**config.mk**
```make
export PLATFORM = sky130hd
export DESIGN_NAME = switch_debouncer_flat
export DESIGN_NICKNAME = d
export VERILOG_FILES = /design/src/rtl/debounce_pkg.sv /design/src/rtl/switch_debouncer_if.sv /design/src/rtl/sync_2ff.sv /design/src/rtl/switch_debouncer.sv /design/src/flat_wrapper.sv
export SDC_FILE = /design/constraint.sdc
export NUM_CORES = 1
export LEC_CHECK = 0
export CAP_MARGIN = 20
export CORE_ASPECT_RATIO = 1.25
export CORE_MARGIN = 4
export CORE_UTILIZATION = 50
export CTS_CLUSTER_DIAMETER = 100
export CTS_CLUSTER_SIZE = 16
export DETAILED_ROUTE_END_ITERATION = 8
export GPL_TIMING_DRIVEN = 0
export PLACE_DENSITY = 0.78
export SKIP_CTS_REPAIR_TIMING = 1
export SLEW_MARGIN = 20
export SYNTH_ARGS = -nofsm -noshare
export SYNTH_HDL_FRONTEND = slang
export SYNTH_HIERARCHICAL = 1
export SYNTH_SLANG_ARGS = --single-unit
```
**constraint.sdc**
```tcl
create_clock -name clk -period 2.3 [get_ports clk]
set_clock_uncertainty 0.1 [all_clocks]
set_input_delay 0.46 -clock clk [delete_from_list [all_inputs] [get_ports clk]]
set_output_delay 0.46 -clock clk [all_outputs]
set_load 0.1 [all_outputs]
```
**src/rtl/debounce_pkg.sv**
```systemverilog
// Shared constants and level encoding for the switch debouncer.
// The optional press-toggle output is built only when DEBOUNCE_TOGGLE_EN is defined.
package debounce_pkg;

    localparam int DEFAULT_STABLE_CYCLES = 1000000;
    localparam int SIM_STABLE_CYCLES     = 4;

    typedef enum logic {
        LVL_LOW  = 1'b0,
        LVL_HIGH = 1'b1
    } level_e;

endpackage

```
**src/rtl/switch_debouncer_if.sv**
```systemverilog
// Pin-side input and debounced outputs of the switch debouncer.
// There is no valid/ready pair: db_level is a level, db_rise/db_fall are one-cycle strobes.
interface switch_debouncer_if;

    logic raw_in;
    logic db_level;
    logic db_rise;
    logic db_fall;
    logic toggle_q;

    modport master (
        output raw_in,
        input  db_level,
        input  db_rise,
        input  db_fall,
        input  toggle_q
    );

    modport slave (
        input  raw_in,
        output db_level,
        output db_rise,
        output db_fall,
        output toggle_q
    );

endinterface

```
**src/rtl/sync_2ff.sv**
```systemverilog
// Two-flop synchroniser for one asynchronous bit; both flops reset to RST_VAL.
module sync_2ff #(
    parameter logic RST_VAL = 1'b0
) (
    input  logic clk,
    input  logic rst_n,
    input  logic d,
    output logic q
);

    logic meta_q;
    logic sync_q;

    // Nothing may sit between the two flops so the first one can settle.
    always_ff @(posedge clk or negedge rst_n) begin
        if (!rst_n) begin
            meta_q <= RST_VAL;
            sync_q <= RST_VAL;
        end else begin
            meta_q <= d;
            sync_q <= meta_q;
        end
    end

    assign q = sync_q;

endmodule

```
**src/rtl/switch_debouncer.sv**
```systemverilog
// Debounces one raw switch input into a clean level plus rise/fall strobes.
// Define DEBOUNCE_TOGGLE_EN to build the press-toggle flop behind toggle_q.
module switch_debouncer
    import debounce_pkg::*;
#(
    parameter int   STABLE_CYCLES = DEFAULT_STABLE_CYCLES,
    parameter logic RESET_LEVEL   = 1'b0
) (
    input  logic               clk,
    input  logic               rst_n,
    switch_debouncer_if.slave  dbif
);

    localparam int             CW      = $clog2(STABLE_CYCLES);
    localparam logic [CW-1:0]  CNT_MAX = CW'(STABLE_CYCLES - 1);

    logic          sync_q;
    level_e        sync_level;
    level_e        level_q, level_d;
    logic [CW-1:0] cnt_q, cnt_d;
    logic          rise_q, rise_d;
    logic          fall_q, fall_d;

    sync_2ff #(
        .RST_VAL (RESET_LEVEL)
    ) u_sync (
        .clk   (clk),
        .rst_n (rst_n),
        .d     (dbif.raw_in),
        .q     (sync_q)
    );

    assign sync_level = level_e'(sync_q);

    // Any cycle matching the current level wipes the count: no partial credit.
    always_comb begin
        level_d = level_q;
        cnt_d   = '0;
        rise_d  = 1'b0;
        fall_d  = 1'b0;
        if (sync_level != level_q) begin
            if (cnt_q == CNT_MAX) begin
                level_d = sync_level;
                rise_d  = (sync_level == LVL_HIGH);
                fall_d  = (sync_level == LVL_LOW);
            end else begin
                cnt_d = cnt_q + 1'b1;
            end
        end
    end

    always_ff @(posedge clk or negedge rst_n) begin
        if (!rst_n) begin
            level_q <= level_e'(RESET_LEVEL);
            cnt_q   <= '0;
            rise_q  <= 1'b0;
            fall_q  <= 1'b0;
        end else begin
            level_q <= level_d;
            cnt_q   <= cnt_d;
            rise_q  <= rise_d;
            fall_q  <= fall_d;
        end
    end

    assign dbif.db_level = (level_q == LVL_HIGH);
    assign dbif.db_rise  = rise_q;
    assign dbif.db_fall  = fall_q;

`ifdef DEBOUNCE_TOGGLE_EN
    logic tog_q, tog_d;

    // Flips on the same edge that raises db_rise, so both change together.
    always_comb begin
        tog_d = tog_q ^ rise_d;
    end

    always_ff @(posedge clk or negedge rst_n) begin
        if (!rst_n) begin
            tog_q <= 1'b0;
        end else begin
            tog_q <= tog_d;
        end
    end

    assign dbif.toggle_q = tog_q;
`else
    assign dbif.toggle_q = 1'b0;
`endif

endmodule

```
**src/flat_wrapper.sv**
```systemverilog
// flat-port wrapper written by rule: the top's interface ports become plain ports
module switch_debouncer_flat import debounce_pkg::*;
#(
    parameter int   STABLE_CYCLES = DEFAULT_STABLE_CYCLES,
    parameter logic RESET_LEVEL   = 1'b0
)
  (clk, rst_n, dbif_raw_in, dbif_db_level, dbif_db_rise, dbif_db_fall, dbif_toggle_q);
  switch_debouncer_if dbif_i ();
  input  logic clk;
  input  logic rst_n;
  input wire logic [$bits(dbif_i.raw_in)-1:0] dbif_raw_in;
  output wire logic [$bits(dbif_i.db_level)-1:0] dbif_db_level;
  output wire logic [$bits(dbif_i.db_rise)-1:0] dbif_db_rise;
  output wire logic [$bits(dbif_i.db_fall)-1:0] dbif_db_fall;
  output wire logic [$bits(dbif_i.toggle_q)-1:0] dbif_toggle_q;
  assign dbif_i.raw_in = dbif_raw_in;
  assign dbif_db_level = dbif_i.db_level;
  assign dbif_db_rise = dbif_i.db_rise;
  assign dbif_db_fall = dbif_i.db_fall;
  assign dbif_toggle_q = dbif_i.toggle_q;
  switch_debouncer #(.STABLE_CYCLES(STABLE_CYCLES), .RESET_LEVEL(RESET_LEVEL)) u_core (.clk(clk), .rst_n(rst_n), .dbif(dbif_i));
endmodule
```
==> flow_summary_export.csv, run 1 <==
group,metric,value,unit
run_status,outcome,"finished clean",
worst_hold_path,hold_path_class,"in2async",
final_layout,final_layout_size_suffix_gt1_frac,0.188,
synthesis,dominant_combinational_cell_family_by_area_after_synthesis,"simple AND/OR/NAND/NOR gates",
clock_tree,cts.root.buffer_cell,"sky130_fd_sc_hd__clkbuf_4",
final_layout,flow.area_growth_from_synthesis,11.4,%
detailed_routing,post-route-drc-count,0,
die,dieHeight,62.4,µm
setup_path,critPathArrivalTime,2.36,ns
place,gp_congestion,0.810,
final_layout,final_nets,133,
synthesis,synthesis.instances,118,
pwr,static_leak,0.582,nW
clock_tree,cts_tree,"done",
setup_path,timing_worst_setup_path_type,"reg2reg",
synthesis,yosys.area_share.simple,0.238,
global_routing,grt_start_max_net_pins,26,
detailed_routing,routed-wl-met2,1040,µm
run,max_cap_violations,0,
timing,final-max-slew-violation-count,0,
synthesis,sequential_area_share_after_synthesis,0.528,
detailed_routing,antenna_violating_nets_left,0,
die,floorplan.rows,19,
final_layout,utilization,0.591,
detailed_routing,top_layer_used,"met4",
setup_path,setup.worst_path.start_class,"flip-flop",
die,io_pins,7,
detailed_routing,wirelength_met1,923,µm
clock_tree,clock_tree.buffer_depth,2,
synthesis,synth_cell_type_count,31,
die,start_util,0.530,
setup_path,rr_startpoint,"u_core/cnt_q[0]",
clock_tree,cts_htree_levels,1,
die,die_width,51.5,µm
final_layout,seq_area,626,µm²
timing,setup-violations-final,0,
pwr,power.share.clock,0.274,
die,core_outline_area,2230,µm²
final_layout,multi_input_logic_area,514,µm²
timing,peak_clock_frequency_supported_by_timing,452,MHz
synthesis,post-synth-top-area-fraction,0.528,
synthesis,synth-xor-area-share,0.0813,
global_routing,grt_pass1_vias,841,
final_layout,layout_commonest_cell,"sky130_fd_sc_hd__dfrtp_1",
clock_tree,worst_skew_late_latency,0.31,ns
detailed_routing,routed_via_density,5.47,
final_layout,antenna_cells,0,
final_layout,commonest_cells_after_routing_fill_and_taps_aside,"25 x sky130_fd_sc_hd__dfrtp_1, 13 x sky130_fd_sc_hd__nor2_1, 8 x sky130_fd_sc_hd__nand3_1",
clock_tree,worst_setup_hold_path_clk_slew,0.12,ns
detailed_routing,wire_per_inst,12.9,µm
final_layout,instances_no_fill,159,
setup_path,crit_path_max_fanout,8,
global_routing,grt.total_usage,0.146,
global_routing,number_of_antenna_violations_at_the_first_check_in_global_routing,0,
synthesis,synth_adder_area_share,0.0106,
clock_tree,cts_buffer_count,3,
detailed_routing,vias,870,
pwr,share_comb_of_total_power,0.056,
synthesis,netlist_area,1180,µm²
timing,rsz_0062_raised_after_global_routing,"false",
synthesis,ys_ff_latch,25,
pwr,vdd_ir_drop_max,0.000348,V
global_routing,remaining_overflow_grt,0,
pwr,seqPwrFrac,0.670,
place,detailedPlace.worstSlack,0.0873,ns
synthesis,synth_top_cells_by_area,"sky130_fd_sc_hd__dfrtp_1 53%, sky130_fd_sc_hd__xnor2_1 4.4%, sky130_fd_sc_hd__nor2_1 4.1%",
timing,fin_hold_ws,0.00601,ns
global_routing,grt_pass1_wl,3630,µm
synthesis,net_count_after_synthesis,122,
setup_path,critical_path.endpoint_type,"flip-flop",
synthesis,post_synth_mux_area_share,0.00950,
timing,hold_violations,0,
die,fp.dieArea,3220,µm²
synthesis,per_instance_average_area_after_synthesis,10.0,µm²
detailed_routing,drt-pass1-iter-count,4,
timing,worst_slew_pin_slew,0.965,ns
timing,min_period_over_period,0.962,
detailed_routing,detail_route.wirelength,2050,µm
detailed_routing,detail_route.iter0.violations,14,
place,placed_cells,154,
timing,postLayoutSetupSlackWorst,0.0883,ns
clock_tree,cts_num_sinks,25,
pwr,power.net_switching,0.152,mW
setup_path,crit_required,2.45,ns
synthesis,synth_compound_gate_area_share,0.0845,
place,detailedPlacementHpwl,1410,µm
pwr,switching_share_of_power,0.225,
final_layout,filler_cells,211,
setup_path,timing.critical_path.from,"u_core/cnt_q[0]",
timing,layout_min_cycle_time,2.21,ns
synthesis,post-synth-top-area-cell,"sky130_fd_sc_hd__dfrtp_1",
timing,maxSlewHeadroom,0.356,
pwr,intPower,0.522,mW
pwr,totalPowerFinal,0.674,mW
place,io_buffers,5,
pwr,power.density,511,nW/µm²
synthesis,ys_warn_count,6,
detailed_routing,met3_wire_len,51,µm
[logic make-up after synthesis]
| family | Yosys count |
|---|---|
| other | 1 |
| buffers and inverters | 12 |
| flip-flops | 25 |
| AO/OA/AOI/OAI | 17 |
| multiplexers | 1 |
| XOR/XNOR | 11 |
| AND/OR/NAND/NOR | 50 |
| adder cells (fa/ha/maj) | 1 |
[cell usage after synthesis (all sizes together)]
| library cell | instances |
|---|---|
| or2 | 1 |
| and2 | 1 |
| xor2 | 5 |
| ha | 1 |
| nand4 | 2 |
| nor2 | 13 |
| o21ai | 5 |
| dfrtp | 25 |
| nor3b | 2 |
| nor3 | 2 |
| buf | 5 |
| xnor2 | 6 |
| or3 | 5 |
| a31o | 1 |
| nand3 | 9 |
| nor4 | 1 |
| conb | 1 |
| a21oi | 8 |
| inv | 6 |
| o31ai | 3 |
| clkbuf | 1 |
| or4 | 8 |
| nand2 | 5 |
| and3 | 1 |
| mux2 | 1 |
[metrics by stage]
stage | TNS (ns) | cell area (µm²)
final | 0 | 1320
after global routing | 0 | 1320
after CTS | -0.286 | 1300
after detailed placement | 0 | 1270
after global placement | 0 | 1270
after floorplan | 0 | 1180
[metal layers]
metal | vias to the layer above | GRT usage
met5 | - | 0
met4 | 0 | 0.0852
met3 | 5 | 0.0286
met2 | 16 | 0.229
met1 | 421 | 0.183
li1 | 428 | -
[power by group through the flow]
stage / clock network [mW] / logic (mW) / registers, mW
2_1_floorplan: 0 / 0.0222 / 0.459
3_3_place_gp: 0 / 0.0366 / 0.460
3_5_place_dp: 0 / 0.0373 / 0.460
4_1_cts: 0.198 / 0.0374 / 0.452
5_1_grt: 0.215 / 0.0439 / 0.453
6_report: 0.184 / 0.0379 / 0.452
[worst max-delay path, stage by stage (launching register included)]
cell and delay (ns):
sky130_fd_sc_hd__dfrtp_1 0.42, sky130_fd_sc_hd__ha_2 0.24, sky130_fd_sc_hd__nand2_1 0.09, sky130_fd_sc_hd__or4_1 0.50
sky130_fd_sc_hd__buf_2 0.17, sky130_fd_sc_hd__or4_4 0.49, sky130_fd_sc_hd__a21oi_2 0.14
[flip-flops by register name, summed over array words and instances (netlist names)]
register / flops
u_core/dbif.db_level: 1
u_core/cnt_q: 20
u_core/dbif.db_rise: 1
u_core/dbif.db_fall: 1
u_core/u_sync/meta_q: 1
u_core/u_sync/q: 1
[worst paths after layout]
check	to	slack, ns	cells past startpoint
setup / recovery	u_core/cnt_q[18]	0.09	6
hold / removal	u_core/cnt_q[13]	0.006	1
setup reg to reg	u_core/cnt_q[18]	0.09	6
hold reg to reg	u_core/u_sync/q	0.27	0
max in group asynchronous	u_core/dbif.db_level	1.74	1
min in group clk	u_core/u_sync/q	0.27	0
[final cells by class]
cell class,count,share of cell area
plain buffers,6,0.0237
flip-flops and latches,25,0.474
well taps,31,0.0294
clock inverters,1,0.00379
clock buffers,3,0.0171
repair buffers,6,0.0455
inverters,6,0.0171
multi-input cells,81,0.390
No activity file was read; power rests on OpenSTA's default activity.
==> run 2, diff against run 1 <==
--- a/config.mk
+++ b/config.mk
@@ -5,7 +5,7 @@
 export SDC_FILE = /design/constraint.sdc
 export NUM_CORES = 1
 export LEC_CHECK = 0
-export CAP_MARGIN = 20
+export ABC_AREA = 1
 export CORE_ASPECT_RATIO = 1.25
 export CORE_MARGIN = 4
 export CORE_UTILIZATION = 50
@@ -13,7 +13,8 @@
 export CTS_CLUSTER_SIZE = 16
 export DETAILED_ROUTE_END_ITERATION = 8
 export GPL_TIMING_DRIVEN = 0
-export PLACE_DENSITY = 0.78
+export MAX_ROUTING_LAYER = met4
+export PLACE_DENSITY = 0.77
 export SKIP_CTS_REPAIR_TIMING = 1
 export SLEW_MARGIN = 20
 export SYNTH_ARGS = -nofsm -noshare
==> flow_summary_export.csv, run 2 <==
group,metric,value,unit
run_status,outcome,"finished clean",
die,start_util,0.521,
global_routing,grt_pass1_vias,1067,
global_routing,grt_pass1_wl,4600,µm
detailed_routing,wire_per_inst,12.8,µm
setup_path,timing_worst_setup_path_type,"reg2out",
final_layout,utilization,0.567,
clock_tree,worst_skew_late_latency,0.32,ns
die,floorplan.rows,21,
die,io_pins,7,
detailed_routing,detail_route.wirelength,2650,µm
timing,hold_violations,0,
setup_path,r2r_slack,0.76,ns
timing,setup-violations-final,0,
synthesis,yosys.area_share.simple,0.386,
worst_hold_path,hold_path_class,"in2async",
synthesis,ys_ff_latch,25,
detailed_routing,antenna_violating_nets_left,0,
detailed_routing,drt-pass1-iter-count,4,
global_routing,grt.total_usage,0.175,
synthesis,ys_warn_count,6,
synthesis,synth_cell_type_count,27,
synthesis,synthArstFlopShare,1.00,
synthesis,dominant_combinational_cell_family_by_area_after_synthesis,"simple AND/OR/NAND/NOR gates",
place,placed_cells,203,
setup_path,crit_path_max_fanout,4,
detailed_routing,detail_route.iter0.violations,49,
final_layout,layout_commonest_cell,"sky130_fd_sc_hd__nor2_1",
synthesis,post-synth-top-area-fraction,0.452,
synthesis,post_synth_mux_area_share,0,
synthesis,synth_adder_area_share,0.00905,
timing,maxSlewHeadroom,0.354,
clock_tree,cts_htree_levels,1,
setup_path,path_delay_family,"buffers and inverters",
global_routing,number_of_antenna_violations_at_the_first_check_in_global_routing,0,
timing,worst_slew_pin_slew,0.968,ns
final_layout,flow.area_growth_from_synthesis,8.87,%
clock_tree,cts_tree,"done",
synthesis,netlist_area,1380,µm²
clock_tree,clock_tree.buffer_depth,2,
synthesis,synth-xor-area-share,0.0633,
synthesis,per_instance_average_area_after_synthesis,8.43,µm²
synthesis,ys.flop_type,"sky130_fd_sc_hd__dfrtp_1",
setup_path,critical_path.n_buffers_inverters,1,
final_layout,postLayoutCellArea,1510,µm²
setup_path,critical_path.endpoint_type,"output pin",
global_routing,grt_use_met1,0.215,
final_layout,instances_no_fill,207,
setup_path,setup.worst_path.start_class,"flip-flop",
pwr,power.density,456,nW/µm²
global_routing,global_route.usage.met2,0.293,
pwr,static_leak,0.736,nW
timing,rsz_0062_raised_after_global_routing,"false",
place,detailedPlacementHpwl,1970,µm
final_layout,seq_area,626,µm²
pwr,vdd_ir_drop_max,0.000377,V
synthesis,synth_enable_flop_cells,0,
place,io_buffers,5,
final_layout,final_nets,178,
setup_path,rr_worst_depth,6,
synthesis,synth_compound_gate_area_share,0.0353,
place,post_dp_cell_area,1480,µm²
synthesis,synth_common_cells,"39 x sky130_fd_sc_hd__nor2_1, 25 x sky130_fd_sc_hd__dfrtp_1, 24 x sky130_fd_sc_hd__nand2_1",
die,die_width,55.0,µm
setup_path,crit_required,1.74,ns
place,gp_congestion,0.896,
final_layout,regMostFlops,"u_core/cnt_q",
final_layout,max_ffs_per_register,20,
setup_path,biggest_cell_delay_along_the_critical_path,0.77,ns
synthesis,post-synth-top-area-cell,"sky130_fd_sc_hd__dfrtp_1",
detailed_routing,vias,1063,
timing,peak_clock_frequency_supported_by_timing,483,MHz
final_layout,antenna_cells,0,
die,core_outline_area,2650,µm²
clock_tree,cts.root.buffer_cell,"sky130_fd_sc_hd__clkbuf_4",
detailed_routing,post-route-drc-count,0,
final_layout,final_layout_size_suffix_gt1_frac,0.168,
synthesis,synthMostInstantiatedCell,"sky130_fd_sc_hd__nor2_1",
detailed_routing,routed_via_density,5.14,
setup_path,critPathSlowestCell,"sky130_fd_sc_hd__dlymetal6s2s_1",
setup_path,rr_startpoint,"u_core/dbif.db_level",
timing,layout_min_cycle_time,2.07,ns
setup_path,timing.critical_path.cells,"dlymetal6s2s_1",
setup_path,critPathArrivalTime,1.51,ns
run,max_cap_violations,0,
global_routing,globalRouteMet3Util,0.0224,
global_routing,grt_start_max_net_pins,26,
die,dieHeight,66.8,µm
final_layout,multi_input_logic_area,686,µm²
setup_path,r2r_end,"u_core/cnt_q[11]",
synthesis,synthesis.instances,164,
global_routing,remaining_overflow_grt,0,
clock_tree,cts_buffer_count,3,
final_layout,filler_cells,242,
clock_tree,worst_setup_hold_path_clk_slew,0.14,ns
timing,final-max-slew-violation-count,0,
timing,min_period_over_period,0.900,
global_routing,globalRoute.busiestLayer,"met2",
clock_tree,cts_num_sinks,25,
synthesis,net_count_after_synthesis,168,
die,fp.dieArea,3680,µm²
final_layout,commonest_cells_after_routing_fill_and_taps_aside,"39 x sky130_fd_sc_hd__nor2_1, 25 x sky130_fd_sc_hd__dfrtp_1, 24 x sky130_fd_sc_hd__nand2_1",
synthesis,synth_top_cells_by_area,"sky130_fd_sc_hd__dfrtp_1 45%, sky130_fd_sc_hd__nor2_1 11%, sky130_fd_sc_hd__nand2_1 6.5%",
synthesis,sequential_area_share_after_synthesis,0.452,
-- run 2: per-stage QoR --
| step | hold WS, ns | total power, mW | setup slack, ns | setup TNS, ns |
|---|---|---|---|---|
| after floorplan | 0.0644 | 0.482 | 0.483 | 0 |
| after global placement | 0.246 | 0.499 | 0.217 | 0 |
| after detailed placement | 0.241 | 0.500 | 0.199 | 0 |
| after CTS | 0.273 | 0.697 | -0.182 | -0.324 |
| after global routing | 0.0423 | 0.713 | 0.151 | 0 |
| final | 0.00882 | 0.687 | 0.230 | 0 |
-- run 2: final cells by class --
type,instances,area share
multi-input combinational,121,0.456
sequential,25,0.416
inverter,17,0.0424
timing repair buffer,5,0.0349
tap,34,0.0283
clock buffer,3,0.0150
buffer,1,0.00499
clock inverter,1,0.00333
-- run 2: worst max path at each step --
| stage | startpoint | depth (start not counted) | to | slack (ns) |
|---|---|---|---|---|
| after floorplan | u_core/dbif.db_level | 6 | u_core/cnt_q[11] | 0.48 |
| after global placement | u_core/dbif.db_level | 1 | dbif_db_level | 0.22 |
| after detailed placement | u_core/dbif.db_level | 1 | dbif_db_level | 0.20 |
| after CTS | u_core/dbif.db_level | 1 | dbif_db_level | -0.18 |
| after global routing | u_core/dbif.db_level | 1 | dbif_db_level | 0.15 |
| final | u_core/dbif.db_level | 1 | dbif_db_level | 0.23 |
-- run 2: kinds of logic after synthesis --
| group | after synthesis |
|---|---|
| AO/OA/AOI/OAI | 8 |
| XOR/XNOR | 10 |
| adder cells (fa/ha/maj) | 1 |
| buffers and inverters | 18 |
| flip-flops | 25 |
| other | 1 |
| AND/OR/NAND/NOR | 101 |
-- run 2: per-layer routing --
metal / vias to the layer above / routed length, µm
met5: - / 0
met2: 24 / 1450
met4: 0 / 51
met3: 7 / 77
li1: 532 / -
met1: 500 / 1070
-- run 2: where the power goes --
group	switching, mW	internal, mW
combinational	0.0296	0.00973
clock	0.132	0.0650
sequential	0.00488	0.446
